`src/rtl/wb_port_arbiter.sv`:
```
// Writeback port arbiter: shares the register-file write port between the
// single-cycle ALU path (req0) and the long-latency path (req1). It also keeps a
// per-register pending-write scoreboard so decode can stall on RAW hazards.
module wb_port_arbiter #(
    parameter int unsigned DATA_W = 32,
    parameter int unsigned ADDR_W = 5
) (
    input  logic              clk,
    input  logic              reset,
    input  logic              req0_valid,
    input  logic [ADDR_W-1:0] req0_addr,
    input  logic [DATA_W-1:0] req0_data,
    output logic              req0_ready,
    input  logic              req1_valid,
    input  logic [ADDR_W-1:0] req1_addr,
    input  logic [DATA_W-1:0] req1_data,
    output logic              req1_ready,
    input  logic              iss_valid,
    input  logic [ADDR_W-1:0] iss_rd,
    input  logic              flush,
    input  logic [ADDR_W-1:0] rs1_addr,
    input  logic [ADDR_W-1:0] rs2_addr,
    output logic              rs1_busy,
    output logic              rs2_busy,
    output logic              regWr,
    output logic [ADDR_W-1:0] rd_addr,
    output logic [DATA_W-1:0] rd_data
);

    localparam int unsigned NREG = 1 << ADDR_W;

    typedef enum logic {
        RR_REQ0 = 1'b0,
        RR_REQ1 = 1'b1
    } rr_t;

    rr_t             rr_ptr;
    logic [NREG-1:0] busy;
    logic [NREG-1:0] busy_next;
    logic            req0_nz;
    logic            req1_nz;
    logic            contend;
    logic            grant0;
    logic            grant1;

    // Arbitration: x0 requests are absorbed immediately and never compete for
    // the port; nothing is accepted while reset is asserted.
    always_comb begin
        req0_nz    = (req0_addr != '0);
        req1_nz    = (req1_addr != '0);
        contend    = req0_valid & req0_nz & req1_valid & req1_nz;
        grant0     = !reset & req0_valid & req0_nz & (!contend | (rr_ptr == RR_REQ0));
        grant1     = !reset & req1_valid & req1_nz & (!contend | (rr_ptr == RR_REQ1));
        req0_ready = grant0 | (!reset & req0_valid & !req0_nz);
        req1_ready = grant1 | (!reset & req1_valid & !req1_nz);
    end

    // Round-robin pointer: flips only when both requesters contend.
    always_ff @(posedge clk) begin
        if (reset) begin
            rr_ptr <= RR_REQ0;
        end else if (contend) begin
            rr_ptr <= (rr_ptr == RR_REQ0) ? RR_REQ1 : RR_REQ0;
        end
    end

    // Registered write stage driving the register file.
    always_ff @(posedge clk) begin
        if (reset) begin
            regWr   <= 1'b0;
            rd_addr <= '0;
            rd_data <= '0;
        end else if (grant0) begin
            regWr   <= 1'b1;
            rd_addr <= req0_addr;
            rd_data <= req0_data;
        end else if (grant1) begin
            regWr   <= 1'b1;
            rd_addr <= req1_addr;
            rd_data <= req1_data;
        end else begin
            regWr   <= 1'b0;
        end
    end

    // Scoreboard next state: issue set is applied last so it wins over both the
    // writeback clear and flush; entry 0 is forced clear.
    always_comb begin
        busy_next = busy;
        if (flush) begin
            busy_next = '0;
        end else if (regWr) begin
            busy_next[rd_addr] = 1'b0;
        end
        if (iss_valid) begin
            busy_next[iss_rd] = 1'b1;
        end
        busy_next[0] = 1'b0;
    end

    // Scoreboard register.
    always_ff @(posedge clk) begin
        if (reset) begin
            busy <= '0;
        end else begin
            busy <= busy_next;
        end
    end

    // Hazard queries for decode.
    always_comb begin
        rs1_busy = busy[rs1_addr];
        rs2_busy = busy[rs2_addr];
    end

endmodule
```
`config.mk`:
```
export PLATFORM = sky130hd
export DESIGN_NAME = wb_port_arbiter
export DESIGN_NICKNAME = d
export VERILOG_FILES = /design/src/rtl/wb_port_arbiter.sv
export SDC_FILE = /design/constraint.sdc
export NUM_CORES = 1
export LEC_CHECK = 0
export ABC_AREA = 1
export CORE_MARGIN = 3
export CORE_UTILIZATION = 47
export DETAILED_ROUTE_END_ITERATION = 10
export PLACE_DENSITY = 0.82
export SKIP_CTS_REPAIR_TIMING = 1
export SLEW_MARGIN = 20
export SYNTH_ARGS = -nofsm -noshare
export SYNTH_HDL_FRONTEND = slang
export SYNTH_SLANG_ARGS = --single-unit
```
`constraint.sdc`:
```
create_clock -name clk -period 1.9 [get_ports clk]
set_input_delay 0.38 -clock clk [delete_from_list [all_inputs] [get_ports clk]]
set_output_delay 0.38 -clock clk [all_outputs]
set_load 0.05 [all_outputs]
```
==> results.toml, run 1 <==
[die]
core_sq_um = 8763
io_pins = 137
die-area_sq_um = 10270
row_count = 34
die_width_um = 101.3
die_height_um = 101.3
start_util_pct = 48.76

[finish]
fin_nets = 952
n_fill_cell = 722
diodes = 0
syn_to_final_growth_pct = 47.82
final_util_pct = 72.07
drive_gt1_share_pct = 15.08
design_area_sq_um = 6316

[critical_path]
crit_fanout = 3
cp_data_arrival_time_ps = 1540
setup.worst_path.class = "input port to output pin"
crit_required_ps = 1520
critical_path.startpoint_type = "input port"
endpoint_kind = "output pin"

[synthesis]
synth-seq-cells = 70
synth.avg_cell_area_sq_um = 6.113
synth_top_area_cell = "dfxtp_1"
ys_seq_area_share_pct = 32.80
syn_area_sq_um = 4273
netlist.area_leader.share_pct = 32.80
syn-instance-count = 699
synth.area.top_cells = "dfxtp_1 (33%), nand2_1 (20%), nand3_1 (16%)"
yosys_warnings = 0
synthesis.nets = 794
synth_cell_types = 23

[clock_network]
clockBufferDepth = 2
root_buffer = "clkbuf_8"
clk_pin_slew_worst_paths_ps = 80
cts_sinks = 70
htreeDepth = 3
clkLatencyLatePin_ps = 340
cts_buffers = 9
cts_tree = "built"

[placement]
routabilityCongestion = 0.9219
numPortBuffers = 136
place_ws_ps = -298.9
place_hpwl_um = 10440
dpl-instance-area_sq_um = 5862

[drt]
ant_nets = 0
drcViolationCount = 0
drt_pass1_iterations = 5
via_per_inst = 5.370
wl_um = 14120
drt-initial-drc-count = 355
wl_per_cell_um = 14.56
vias = 5209

[sta]
timing_hold_violations_final = 0
timing.final.max_slew_violations = 0
worstMarginPinSlew_ps = 519.7
period_share_pct = 101.1
slew_headroom_pct = 65.24
hold_ws_ps = 434.1
skew_ps = 8.543
fmax_ghz = 0.5208
finalCriticalPeriod_ps = 1920
setup_ws_ps = -20.21
setup_violations = 2

[pwr]
switching_share_pct = 34.46
switchingPower_mw = 1.424
vdd.ir_drop.worst_v = 0.0004255
seqPwrFrac_pct = 39.0
finalPower_mw = 4.133
p_int_mw = 2.709
power.leakage_nw = 3.083
power_density_nw_per_um2 = 654.4
clockPowerShare_pct = 28.3
comb_power_share_pct = 32.8

[global_route]
grt_pass1_vias = 4859
gr-usage-all-layers_pct = 26.72
overflow = 0
grt_first_pass_wirelength_um = 22470
antenna_found_initial = 0
grt_max_degree = 39

[run_status]
failed_checks = "negative setup slack"
status = "complete, but fails checks"

[run]
cap_violations = 0

[worst_hold_path]
hold_path_class = "input port to flip-flop"
-- routing by layer --
metal	wire length, um	global-route usage, %	vias up
met1	5439	32.13	2330
met5	0	0	-
li1	-	-	2576
met3	1271	6.267	35
met2	7040	46.13	268
met4	369	10.22	0
-- cells by family (layout without fill, tap and decap cells) --
family                 after synthesis  in the layout  synth area share, %
flip-flops                          70             70                32.80
buffers and inverters              104            267                11.51
AO/OA/AOI/OAI                       71             71                10.63
AND/OR/NAND/NOR                    454            454                45.07
-- path summary, 6_finish.rpt --
path	start	end	cells after the start	slack [ps]
setup / recovery	req1_addr[1]	req1_ready	6	-20
hold reg to reg	rr_ptr	rr_ptr	2	500
setup reg to reg	rr_ptr	rd_data[25]	9	300
hold / removal	req1_addr[0]	rd_addr[0]	5	430
-- flip-flops by register name, summed over array words and instances (netlist names) --
| name | cells |
|---|---|
| rr_ptr | 1 |
| rd_data | 32 |
| rd_addr | 5 |
| busy | 31 |
| regWr | 1 |
-- worst max-delay path: stages --
cell	delay [ps]
clkdlybuf4s50_1	450
nor2_2	130
nand3_2	140
nand4_4	100
and3_4	200
buf_12	130
-- Yosys cell counts --
cell and instances:
inv_1 61, nor3_1 9, nor2_1 81, clkbuf_1 14, a21oi_1 32, buf_4 2
nand4_2 1, inv_2 1, dfxtp_1 70, clkinv_1 2, nand3_1 133, nor2_4 1
buf_2 13, a21oi_2 1, o211ai_1 37, and3_1 1, nand2_1 223, nand3_2 2
inv_4 1, buf_6 10, nand2_2 2, o21a_1 1, nand2_4 1
-- final cells by class --
type | instances | area, sq um | share of cell area, %
clock buffers | 10 | 127.6 | 2.021
repair buffers | 186 | 1897 | 30.03
inverters | 65 | 249.0 | 3.942
flip-flops and latches | 70 | 1411 | 22.35
multi-input cells | 525 | 2434 | 38.53
well taps | 108 | 135.1 | 2.139
clock inverters | 6 | 62.56 | 0.9905
-- layout by cell type (no fill, tap or decap), types with 24 or more instances in the layout --
cell type / netlist / routed
a21oi_1: 32 / 32
buf_4: 2 / 62
clkdlybuf4s50_1: 0 / 82
dfxtp_1: 70 / 62
dlymetal6s2s_1: 0 / 24
inv_1: 61 / 56
nand2_1: 223 / 221
nand3_1: 133 / 129
nor2_1: 81 / 78
o211ai_1: 37 / 37
-- metrics by stage --
stage                     TNS [ps]  cells
after global placement       -4188    945
final                       -31.80    970
after floorplan                  0    699
after detailed placement     -6068    945
after global routing        -252.8    970
after CTS                   -848.4    961
-- power by group through the flow --
stage / sequential, mW / clock, mW / combinational (mW)
detailed placement: 1.64 / 0 / 1.30
finish: 1.61 / 1.17 / 1.35
global placement: 1.64 / 0 / 1.28
CTS: 1.61 / 1.18 / 1.31
global route: 1.62 / 1.24 / 1.46
floorplan: 1.90 / 0 / 0.510
(Power assumes the default switching activity.)
==> inputs of run 2 (changes only) <==
--- a/config.mk
+++ b/config.mk
@@ -6,6 +6,7 @@
 export NUM_CORES = 1
 export LEC_CHECK = 0
 export ABC_AREA = 1
+export CORE_ASPECT_RATIO = 0.8
 export CORE_MARGIN = 3
 export CORE_UTILIZATION = 47
 export DETAILED_ROUTE_END_ITERATION = 10
==> results.toml, run 2 (synthesis gave the netlist of run 1 again) <==
[drt]
wl_um = 15100
via_per_inst = 5.478
ant_nets = 0
vias = 5303
drt_pass1_iterations = 5
wl_per_cell_um = 15.60
drt-initial-drc-count = 466
drcViolationCount = 0

[die]
io_pins = 137
die_height_um = 91.28
core_sq_um = 8671
die-area_sq_um = 10280
die_width_um = 112.6
row_count = 30
start_util_pct = 49.28

[critical_path]
endpoint_kind = "output pin"
setup.worst_path.class = "flip-flop to output pin"
crit_chain = "clkdlybuf4s50_1"
cp_data_arrival_time_ps = 1500
critical_path.startpoint_type = "flip-flop"
critPathTopFamily = "buffers and inverters"
crit_required_ps = 1520
cpPeakStageDelay_ps = 820
cp_num_buf_inv = 1
cpMaxStageDelayCell = "clkdlybuf4s50_1"
crit_fanout = 2

[global_route]
overflow = 0
grt_first_pass_wirelength_um = 23630
grt_pass1_vias = 4823
grt_max_degree = 41
gr-usage-all-layers_pct = 28.40
antenna_found_initial = 1

[sta]
worstMarginPinSlew_ps = 527.7
period_share_pct = 98.94
timing_hold_violations_final = 0
grt_setup_unrepaired = "true"
hold_ws_ps = 463.7
fmax_ghz = 0.5320
timing.final.max_slew_violations = 0
skew_ps = 6.996
setup_violations = 0
setup-tns-final_ps = 0
finalCriticalPeriod_ps = 1880
slew_headroom_pct = 64.71

[pwr]
clockPowerShare_pct = 35.9
vdd.ir_drop.worst_v = 0.0005813
comb_power_share_pct = 29.0
p_int_mw = 3.117
power.leakage_nw = 2.989
switching_share_pct = 32.38
switchingPower_mw = 1.493
finalPower_mw = 4.609
power_density_nw_per_um2 = 730.1
seqPwrFrac_pct = 35.2

[placement]
routabilityCongestion = 0.9315
dpl-instance-area_sq_um = 5859
numPortBuffers = 136
place_hpwl_um = 11390

[worst_hold_path]
hold_path_class = "input port to flip-flop"

[finish]
n_fill_cell = 730
syn_to_final_growth_pct = 47.76
mostFrequentLayoutCells = "nand2_1 (221), nand3_1 (131), clkdlybuf4s50_1 (90), nor2_1 (77), dfxtp_1 (59)"
layout_commonest_cell = "nand2_1"
drive_gt1_share_pct = 14.39
design_area_sq_um = 6314
reg_top3 = "rd_data: 32 flops, busy: 31 flops, rd_addr: 5 flops"
largest_reg_flops = 32
largest_register = "rd_data"
fin_nets = 945

[clock_network]
root_buffer = "clkbuf_16"
clkLatencyLatePin_ps = 330
cts_buffers = 9
htreeDepth = 3
cts_sinks = 70
clk_pin_slew_worst_paths_ps = 60
clockBufferDepth = 2
cts_tree = "built"

[run_status]
status = "complete, no violations"

[run]
cap_violations = 0
## run 2: cell count changes in the layout (fill, tap and decap cells not counted), sizes merged
cell and delta:
clkdlybuf4s50 +8, dlymetal6s2s -6, buf -4, clkbuf -4
clkinvlp -2, clkinv +1, diode +1
## run 2: worst paths after layout
kind	from	to	slack (ps)	depth (start not counted)
max reg2reg	rr_ptr	rd_data[23]	450	9
min	req0_addr[1]	rd_addr[1]	460	5
min reg2reg	busy[27]	busy[27]	510	2
max	rd_data[29]	rd_data[29]	20	1
## run 2: final cells by class
class                           instances  area, sq um  share of cell area [%]
Antenna cell                            1        2.502                 0.03964
Multi-Input combinational cell        525         2430                   38.49
Timing Repair Buffer                  179         1787                   28.30
Tap cell                              112        140.1                   2.220
Clock inverter                          5        60.06                  0.9512
Clock buffer                           11        232.7                   3.686
Sequential cell                        70         1415                   22.41
Inverter                               65        246.5                   3.904
## run 2: worst min-delay path: cells and delay by family
kind	cells	cell delay [ps]
and+or+nand+nor	4	260
buffers and inverters	1	120
## run 2: power groups by stage
stage | clock [mW] | combinational, mW | sequential, mW
after floorplan | 0 | 0.510 | 1.90
after global placement | 0 | 1.29 | 1.64
after detailed placement | 0 | 1.30 | 1.65
after CTS | 1.66 | 1.31 | 1.62
after global routing | 1.74 | 1.44 | 1.63
final | 1.65 | 1.34 | 1.62
## run 2: routing by layer
| layer | wire length (um) | part of all wire [%] | global-route usage (%) | vias up |
|---|---|---|---|---|
| li1 | - | - | - | 2573 |
| met1 | 6305 | 42 | 37.93 | 2451 |
| met2 | 6972 | 46 | 43.84 | 246 |
| met3 | 1503 | 10 | 9.127 | 33 |
| met4 | 315 | 2.1 | 8.308 | 0 |
| met5 | 0 | 0 | 0 | - |
## run 2: through the flow
stage,utilization (%),setup WS (ps),instances
after global routing,72.79,-9.043,967
after floorplan,-,51.44,699
after CTS,70.95,-339.4,963
final,72.81,20.14,968
after global placement,67.58,-286.5,947
after detailed placement,67.58,-332.2,947
